## src/rtl/bidi_bus_port_pkg.sv

```systemverilog
// Shared types and parameter defaults for the bidirectional bus port.
package bidi_bus_port_pkg;

    typedef enum logic [1:0] {
        StRelease = 2'd0,
        StTurnOn  = 2'd1,
        StDrive   = 2'd2,
        StTurnOff = 2'd3
    } state_e;

    localparam int unsigned DefaultWidth      = 8;
    localparam int unsigned DefaultTurnCycles = 1;
    localparam int unsigned DefaultChainSeg   = 1;
    localparam int unsigned CntWidth          = 4;

endpackage

```

## src/rtl/bidi_chain_seg.sv

```systemverilog
// One registered segment of the pad test chain: c[k+1] = pad[k] | ~c[k].
module bidi_chain_seg
    import bidi_bus_port_pkg::*;
#(
    parameter int unsigned SEG_W = 1
) (
    input  logic             MasterClock,
    input  logic             reset,
    input  logic [SEG_W-1:0] pad,
    input  logic             chain_in,
    output logic             chain_out
);

    logic seg_d;
    logic seg_q;

    always_comb begin
        seg_d = chain_in;
        for (int k = 0; k < int'(SEG_W); k++) begin
            seg_d = pad[k] | ~seg_d;
        end
    end

    always_ff @(posedge MasterClock) begin
        if (reset) begin
            seg_q <= 1'b1;
        end else begin
            seg_q <= seg_d;
        end
    end

    assign chain_out = seg_q;

endmodule

```

## src/rtl/bidi_bus_port.sv

```systemverilog
// Bidirectional pad port with turnaround FSM, registered loopback and a segmented test chain.
module bidi_bus_port
    import bidi_bus_port_pkg::*;
#(
    parameter int unsigned WIDTH       = DefaultWidth,
    parameter int unsigned TURN_CYCLES = DefaultTurnCycles,
    parameter int unsigned CHAIN_SEG   = DefaultChainSeg
) (
    input  logic             MasterClock,
    input  logic             reset,
    input  logic [WIDTH-1:0] pad_i,
    output logic [WIDTH-1:0] pad_o,
    output logic             pad_oe,
    input  logic [WIDTH-1:0] core_a,
    input  logic             en_n,
    input  logic             tn,
    output logic [WIDTH-1:0] core_o,
    output logic [WIDTH-1:0] core_zi,
    input  logic             pi,
    output logic             po,
    output logic             busy
);

    localparam logic [CntWidth-1:0] TurnLoad = CntWidth'(TURN_CYCLES);
    localparam int NumSeg = int'((WIDTH + CHAIN_SEG - 1) / CHAIN_SEG);

    state_e              state_d, state_q;
    logic [CntWidth-1:0] cnt_d, cnt_q;
    logic                req;

    assign req = ~en_n & tn;

    always_comb begin
        state_d = state_q;
        cnt_d   = cnt_q;
        unique case (state_q)
            StRelease: begin
                if (req) begin
                    cnt_d   = TurnLoad;
                    state_d = (TURN_CYCLES == 0) ? StDrive : StTurnOn;
                end
            end
            StTurnOn: begin
                if (!req) begin
                    state_d = StRelease;
                end else begin
                    cnt_d = cnt_q - 1'b1;
                    // Entering DRIVE on the edge where the count reaches zero.
                    if (cnt_q <= 1) state_d = StDrive;
                end
            end
            StDrive: begin
                if (!req) begin
                    cnt_d   = TurnLoad;
                    state_d = (TURN_CYCLES == 0) ? StRelease : StTurnOff;
                end
            end
            StTurnOff: begin
                cnt_d = cnt_q - 1'b1;
                if (cnt_q <= 1) state_d = StRelease;
            end
            default: state_d = StRelease;
        endcase
    end

    always_ff @(posedge MasterClock) begin
        if (reset) begin
            state_q <= StRelease;
            cnt_q   <= '0;
            pad_oe  <= 1'b0;
            pad_o   <= '0;
            core_o  <= '0;
            core_zi <= '0;
        end else begin
            state_q <= state_d;
            cnt_q   <= cnt_d;
            pad_oe  <= (state_d == StDrive);
            pad_o   <= core_a;
            core_o  <= (state_d == StDrive) ? core_a : pad_i;
            core_zi <= ~pad_i;
        end
    end

    assign busy = (state_q == StTurnOn) || (state_q == StTurnOff);

    logic [NumSeg:0] link;
    assign link[0] = pi;

    for (genvar s = 0; s < NumSeg; s++) begin : g_seg
        localparam int Lo = s * int'(CHAIN_SEG);
        localparam int Hi = ((s + 1) * int'(CHAIN_SEG) > int'(WIDTH)) ?
                            int'(WIDTH) : (s + 1) * int'(CHAIN_SEG);

        bidi_chain_seg #(
            .SEG_W(Hi - Lo)
        ) u_seg (
            .MasterClock(MasterClock),
            .reset      (reset),
            .pad        (pad_i[Hi-1:Lo]),
            .chain_in   (link[s]),
            .chain_out  (link[s+1])
        );
    end

    assign po = link[NumSeg];

endmodule
```

## config.mk

```make
export PLATFORM = sky130hd
export DESIGN_NAME = bidi_bus_port
export DESIGN_NICKNAME = d
export VERILOG_FILES = /design/src/rtl/bidi_bus_port_pkg.sv /design/src/rtl/bidi_chain_seg.sv /design/src/rtl/bidi_bus_port.sv
export SDC_FILE = /design/constraint.sdc
export NUM_CORES = 1
export LEC_CHECK = 0
export ABC_CLOCK_PERIOD_IN_PS = 2070
export BUFFER_PORTS_ARGS = -buffer_cell sky130_fd_sc_hd__buf_4
export CAP_MARGIN = 20
export CORE_ASPECT_RATIO = 1.4
export CORE_MARGIN = 5
export CORE_UTILIZATION = 47
export DETAILED_ROUTE_END_ITERATION = 8
export GPL_ROUTABILITY_DRIVEN = 0
export MAX_ROUTING_LAYER = met4
export PLACE_DENSITY = 0.86
export SLEW_MARGIN = 20
export SYNTH_ARGS = -nofsm -noshare
export SYNTH_HDL_FRONTEND = slang
export SYNTH_HIERARCHICAL = 1
export SYNTH_SLANG_ARGS = --single-unit
```

## constraint.sdc

```tcl
create_clock -name MasterClock -period 2.07 [get_ports MasterClock]
set_input_delay 0.1035 -clock MasterClock [delete_from_list [all_inputs] [get_ports MasterClock]]
set_output_delay 0.1035 -clock MasterClock [all_outputs]
set_load 0.02 [all_outputs]
```

### Word level (Yosys, flattened, before mapping)

Cells that the tools add are included.

| word-level totals | value |
|---|---|
| word-level logic and storage cells | 56 |
| flip-flop bits (word level) | 39 |
| output and inout port bits | 27 |
| input bits | 21 |

| cells by class | value |
|---|---|
| $lt $le $gt $ge | 1 |
| $add $sub $neg | 1 |
| multiplexer cells | 11 |
| reductions and logical operators | 3 |
| equality and inequality tests | 7 |
| bitwise logic cells | 19 |

Operators by type and width:

| cell | count |
|---|---|
| case mux 4 bit (4 select lines) | 1 |
| 2-to-1 mux 4 bit | 3 |
| 2-to-1 mux 2 bit | 5 |
| inverter 1 bit | 9 |
| 2-to-1 mux 8 bit | 1 |
| inverter 8 bit | 1 |
| OR 1 bit | 8 |
| case mux 2 bit (4 select lines) | 1 |
| == test 2 bit, second input constant | 3 |
| inequality test 2 bit, second input constant | 3 |
| less-or-equal comparator 4 x 1 -> 1 bit, second input constant | 1 |
| subtractor 4 x 1 -> 4 bit, second input constant | 1 |
| AND reduction 3 bit | 1 |
| == test 2 x 1 -> 1 bit, second input constant | 1 |
| logical NOT 2 bit | 1 |
| AND 1 bit | 1 |
| logical OR 1 bit | 1 |

### Logic depth before layout (Yosys ltp)

| logic depth | value |
|---|---|
| word-level depth | 6 |
| mapped depth | 6 |
| gate-level depth less buffers | 6 |

### Cells and area by module

The synthesis kept the hierarchy.

Modules (own cells, without submodules):

| module | cells an instance | area each (µm²) | sequential area each (µm²) | instances |
|---|---|---|---|---|
| bidi_bus_port | 100 | 1,104.8 | 620.6 | 1 |
| bidi_chain_seg | 2 | 28.8 | 20.0 | 8 |

### Worst setup path before layout

OpenSTA, ideal clock, no wires.

| timing path | value |
|---|---|
| path kind | reg-to-reg |
| start | register cnt_q[0] |
| end | register core_o[0] |
| data required time | 1,949 ps |
| buffers on the path | 0 |
| clock period less this slack | 1,588 ps |
| arrival time | 1,467 ps |
| cell stages (with the launch flop) | 7 |
| setup time | 121 ps |
| path slack | 482 ps |
| cell sequence | dfxtp_1 > inv_1 > ha_1 > nor2_1 > nor4b_4 > a21oi_4 > mux2_2 |

| between the ends | value |
|---|---|
| longest elaborated chain between the ends | 6 |
| elaborated cells on any way between the ends | 7 |
| classes of those cells | 1 x order compare; 1 x eq/ne; 5 x mux |

RTL lines:

| element | RTL line | RTL |
|---|---|---|
| from (decl) | bidi_bus_port.sv:28 | `logic [CntWidth-1:0] cnt_d, cnt_q;` |
| from (signal assigned) | bidi_bus_port.sv:76 | `cnt_q <= cnt_d;` |
| less-or-equal comparator 4 x 1 -> 1 bit (*) | bidi_bus_port.sv:49, bidi_bus_port.sv:60 |  |
| 2-to-1 mux 2 bit | bidi_bus_port.sv:49 | `if (cnt_q <= 1) state_d = StDrive;` |
| 2-to-1 mux 2 bit | bidi_bus_port.sv:44 | `if (!req) begin` |
| case mux 2 bit (4 select lines) (*) | bidi_bus_port.sv:36 | `unique case (state_q)` |
| == test 2 bit (*) | bidi_bus_port.sv:79 | `core_o <= (state_d == StDrive) ? core_a : pad_i;` |
| 2-to-1 mux 8 bit (*) | bidi_bus_port.sv:79 |  |
| to (signal assigned) | bidi_bus_port.sv:79 |  |
| to (decl) | bidi_bus_port.sv:17 | `output logic [WIDTH-1:0] core_o,` |

Every way passes the cells marked *; elsewhere a longest branch is shown, timed or not.
A chain may end at the register's enable or synchronous reset.

### Worst setup path in the final report

| timing path | value |
|---|---|
| start | register cnt_q[0] |
| end | register core_o[2] |

Same word-level chain as after synthesis.

==> out/metrics.cfg <==
[routing]
routed_wl_um = 2910
vias = 1014
via_per_inst = 4.78
antenna_left = 0
dr.pass1.iters = 2
dr.first_iter.drc_count = 4
wl_per_cell_um = 13.7
drc = 0

[grt]
grt_start_max_net_pins = 40
grt_pass1_vias = 1058
track_usage_pct = 16.9
antenna_found_initial = 0
grt.overflow.total = 0
grt_pass1_wl_um = 4560

[run_status]
status = complete, no violations

[timing]
period_minus_slack_ns = 1.75
tightestPinTransition_ns = 0.365
setup_violations = 0
finalCritPeriodShare_pct = 84.5
hold_violations = 0
fin_skew_ns = 0.00639
max_slew_margin_pct = 75.6
fmax_mhz = 572
slew_viol_final = 0
setup-tns-final_ns = 0
rsz0062_at_grt = false

[cts]
ctsHoldBuffers = 8
cts_root_buf = clkbuf_8
post_cts_buffers = 0
cts_tree = built
clock_sinks = 39
ctsResizeCount = 0
clockBufferDepth = 2
cts_buffers = 5
htreeDepth = 2
clock_latency_ns = 0.29
clkTransAtPathRegs_ns = 0.08

[floorplan]
rows = 23
start_util_pct = 47.8
fp.dieW_um = 55.0
die-area_sq_um = 4020
die_h_um = 73.1
coreArea_sq_um = 2790
ios = 48

[placement]
place_inst = 196
placed_area_sq_um = 1710
io_buffers = 47
place_hpwl_um = 2160

[logic_synthesis]
synth_largest_area_cell = dfxtp_1
synth_area_leaders = dfxtp_1 58%, nor2b_1 8.0%, mux2_2 5.9%, or3b_1 5.2%, nor2_1 3.9%
synth_most_common_cell = dfxtp_1
synth.top_cell.area_share_pct = 58.5
ys_seq_elements = 39
synth-edff-count = 0
yosysWarnings = 6
synthCells = 116
synthTopCellsByCount = 39 x dfxtp_1, 17 x nor2b_1, 14 x nor2_1, 8 x or3b_1, 7 x mux2_2
netlist_area_sq_um = 1340
yosys.cell_types.count = 28
synth_ff_type = dfxtp_1
async_flop_share_pct = 0
synth_seq_area_share_pct = 58.5
avgSynthCellArea_sq_um = 11.5
syn_nets = 139

[worst_setup_path]
crit_path_max_incr_delay_ns = 0.38
worstSetupPathType = reg2reg
end_kind = flop
cp.required_ns = 2.25
critPathTopFamily = multiplexers
critPathSlowestCell = mux2_2
arrival_ns = 1.93
critPathLaunchType = flop
critPathMaxFanout = 9
path_buf_inv = 1
cp_cell_sequence = inv_1, ha_1, nor2_1, nor4b_4, a21oi_4, mux2_2

[power]
leakagePower_nw = 0.839
powerDensity_nw_per_um2 = 799
ir_drop_uv = 596

[finish]
nNetsFinal = 197
area_delta_synth_final_pct = 41.1
final_area_sq_um = 1880
fillCellCount = 222
layout-drive-gt1-share_pct = 38.3
diodes = 0
final_cells = 212

[run]
maxCapViolCount = 0

[hold_path]
hold_path.class = in2reg

[cell families after synthesis]
family | share of synthesized area [%]
AO/OA/AOI/OAI | 4.97
adder cells (fa/ha/maj) | 1.87
buffers and inverters | 2.62
flip-flops | 58.5
multiplexers | 7.78
AND/OR/NAND/NOR | 24.3
[registers in the layout, indices dropped and copies added, names as in the netlist]
| name | flops |
|---|---|
| pad_oe | 1 |
| core_zi | 8 |
| pad_o | 8 |
| cnt_q | 4 |
| g_seg.u_seg/chain_out | 8 |
| core_o | 8 |
| state_q | 2 |
[power breakdown]
part           internal (mW)  switching [mW]
Clock                  0.234           0.266
Combinational          0.104          0.0962
Sequential             0.789          0.0152
[metal layers]
metal  wire, um  global-route usage (%)
met1       1110                    16.3
met2       1480                    26.6
met3        266                    9.00
met4         54                    8.92
met5          0                       -
[area by class of cell]
type / instances / area [sq um] / area share (%)
clock buffers: 5 / 68.8 / 3.65
flip-flops and latches: 39 / 781 / 41.5
inverters: 4 / 15.0 / 0.797
repair buffers: 55 / 433 / 23.0
multi-input cells: 69 / 519 / 27.6
clock inverters: 3 / 20.0 / 1.06
well taps: 37 / 46.3 / 2.46
[cells in the final DEF, fill, tap and decap left out]
cell | synthesis | layout
dfxtp_1 | 39 | 39
ha_1 | 2 | 2
or2b_1 | 1 | 1
a31oi_1 | 1 | 1
inv_1 | 4 | 4
nand2b_1 | 1 | 1
nor2b_1 | 17 | 17
nand3b_1 | 1 | 1
clkinv_2 | 0 | 1
o21ai_0 | 1 | 1
mux2i_1 | 1 | 1
mux2_4 | 1 | 1
a21oi_4 | 1 | 1
nand4b_1 | 1 | 1
nor2_1 | 14 | 14
buf_4 | 0 | 47
o21bai_1 | 1 | 1
dlygate4sd3_1 | 0 | 8
clkbuf_8 | 0 | 5
a21oi_1 | 1 | 1
a211oi_1 | 1 | 1
or3b_1 | 8 | 8
mux2_2 | 7 | 7
and4bb_4 | 1 | 1
and3_2 | 1 | 1
nor4b_4 | 1 | 1
clkinvlp_4 | 0 | 2
o211a_1 | 1 | 1
a32oi_1 | 1 | 1
nor3_1 | 2 | 2
nand2_1 | 2 | 2
[per-stage QoR]
stage	hold slack [ns]	utilization (%)	setup WS, ns	power, mW
finish	0.0602	67.5	0.321	1.50
floorplan	0.176	-	0.482	0.919
global placement	0.279	61.4	0.407	1.00
detailed placement	0.280	61.4	0.309	1.01
CTS	0.0539	67.5	0.304	1.52
global route	0.0555	67.5	0.186	1.58
[final timing paths]
kind	start	endpoint	slack, ns	depth (start not counted)
max	cnt_q[0]$_SDFFE_PP0P_	core_o[2]$_SDFF_PP0_	0.32	6
min	core_a[4]	pad_o[4]$_SDFF_PP0_	0.06	2
max reg2reg	cnt_q[0]$_SDFFE_PP0P_	core_o[2]$_SDFF_PP0_	0.32	6
min reg2reg	g_seg[0].u_seg/chain_out$_SDFF_PP1_	g_seg[1].u_seg/chain_out$_SDFF_PP1_	0.47	1
(Power assumes the default switching activity.)
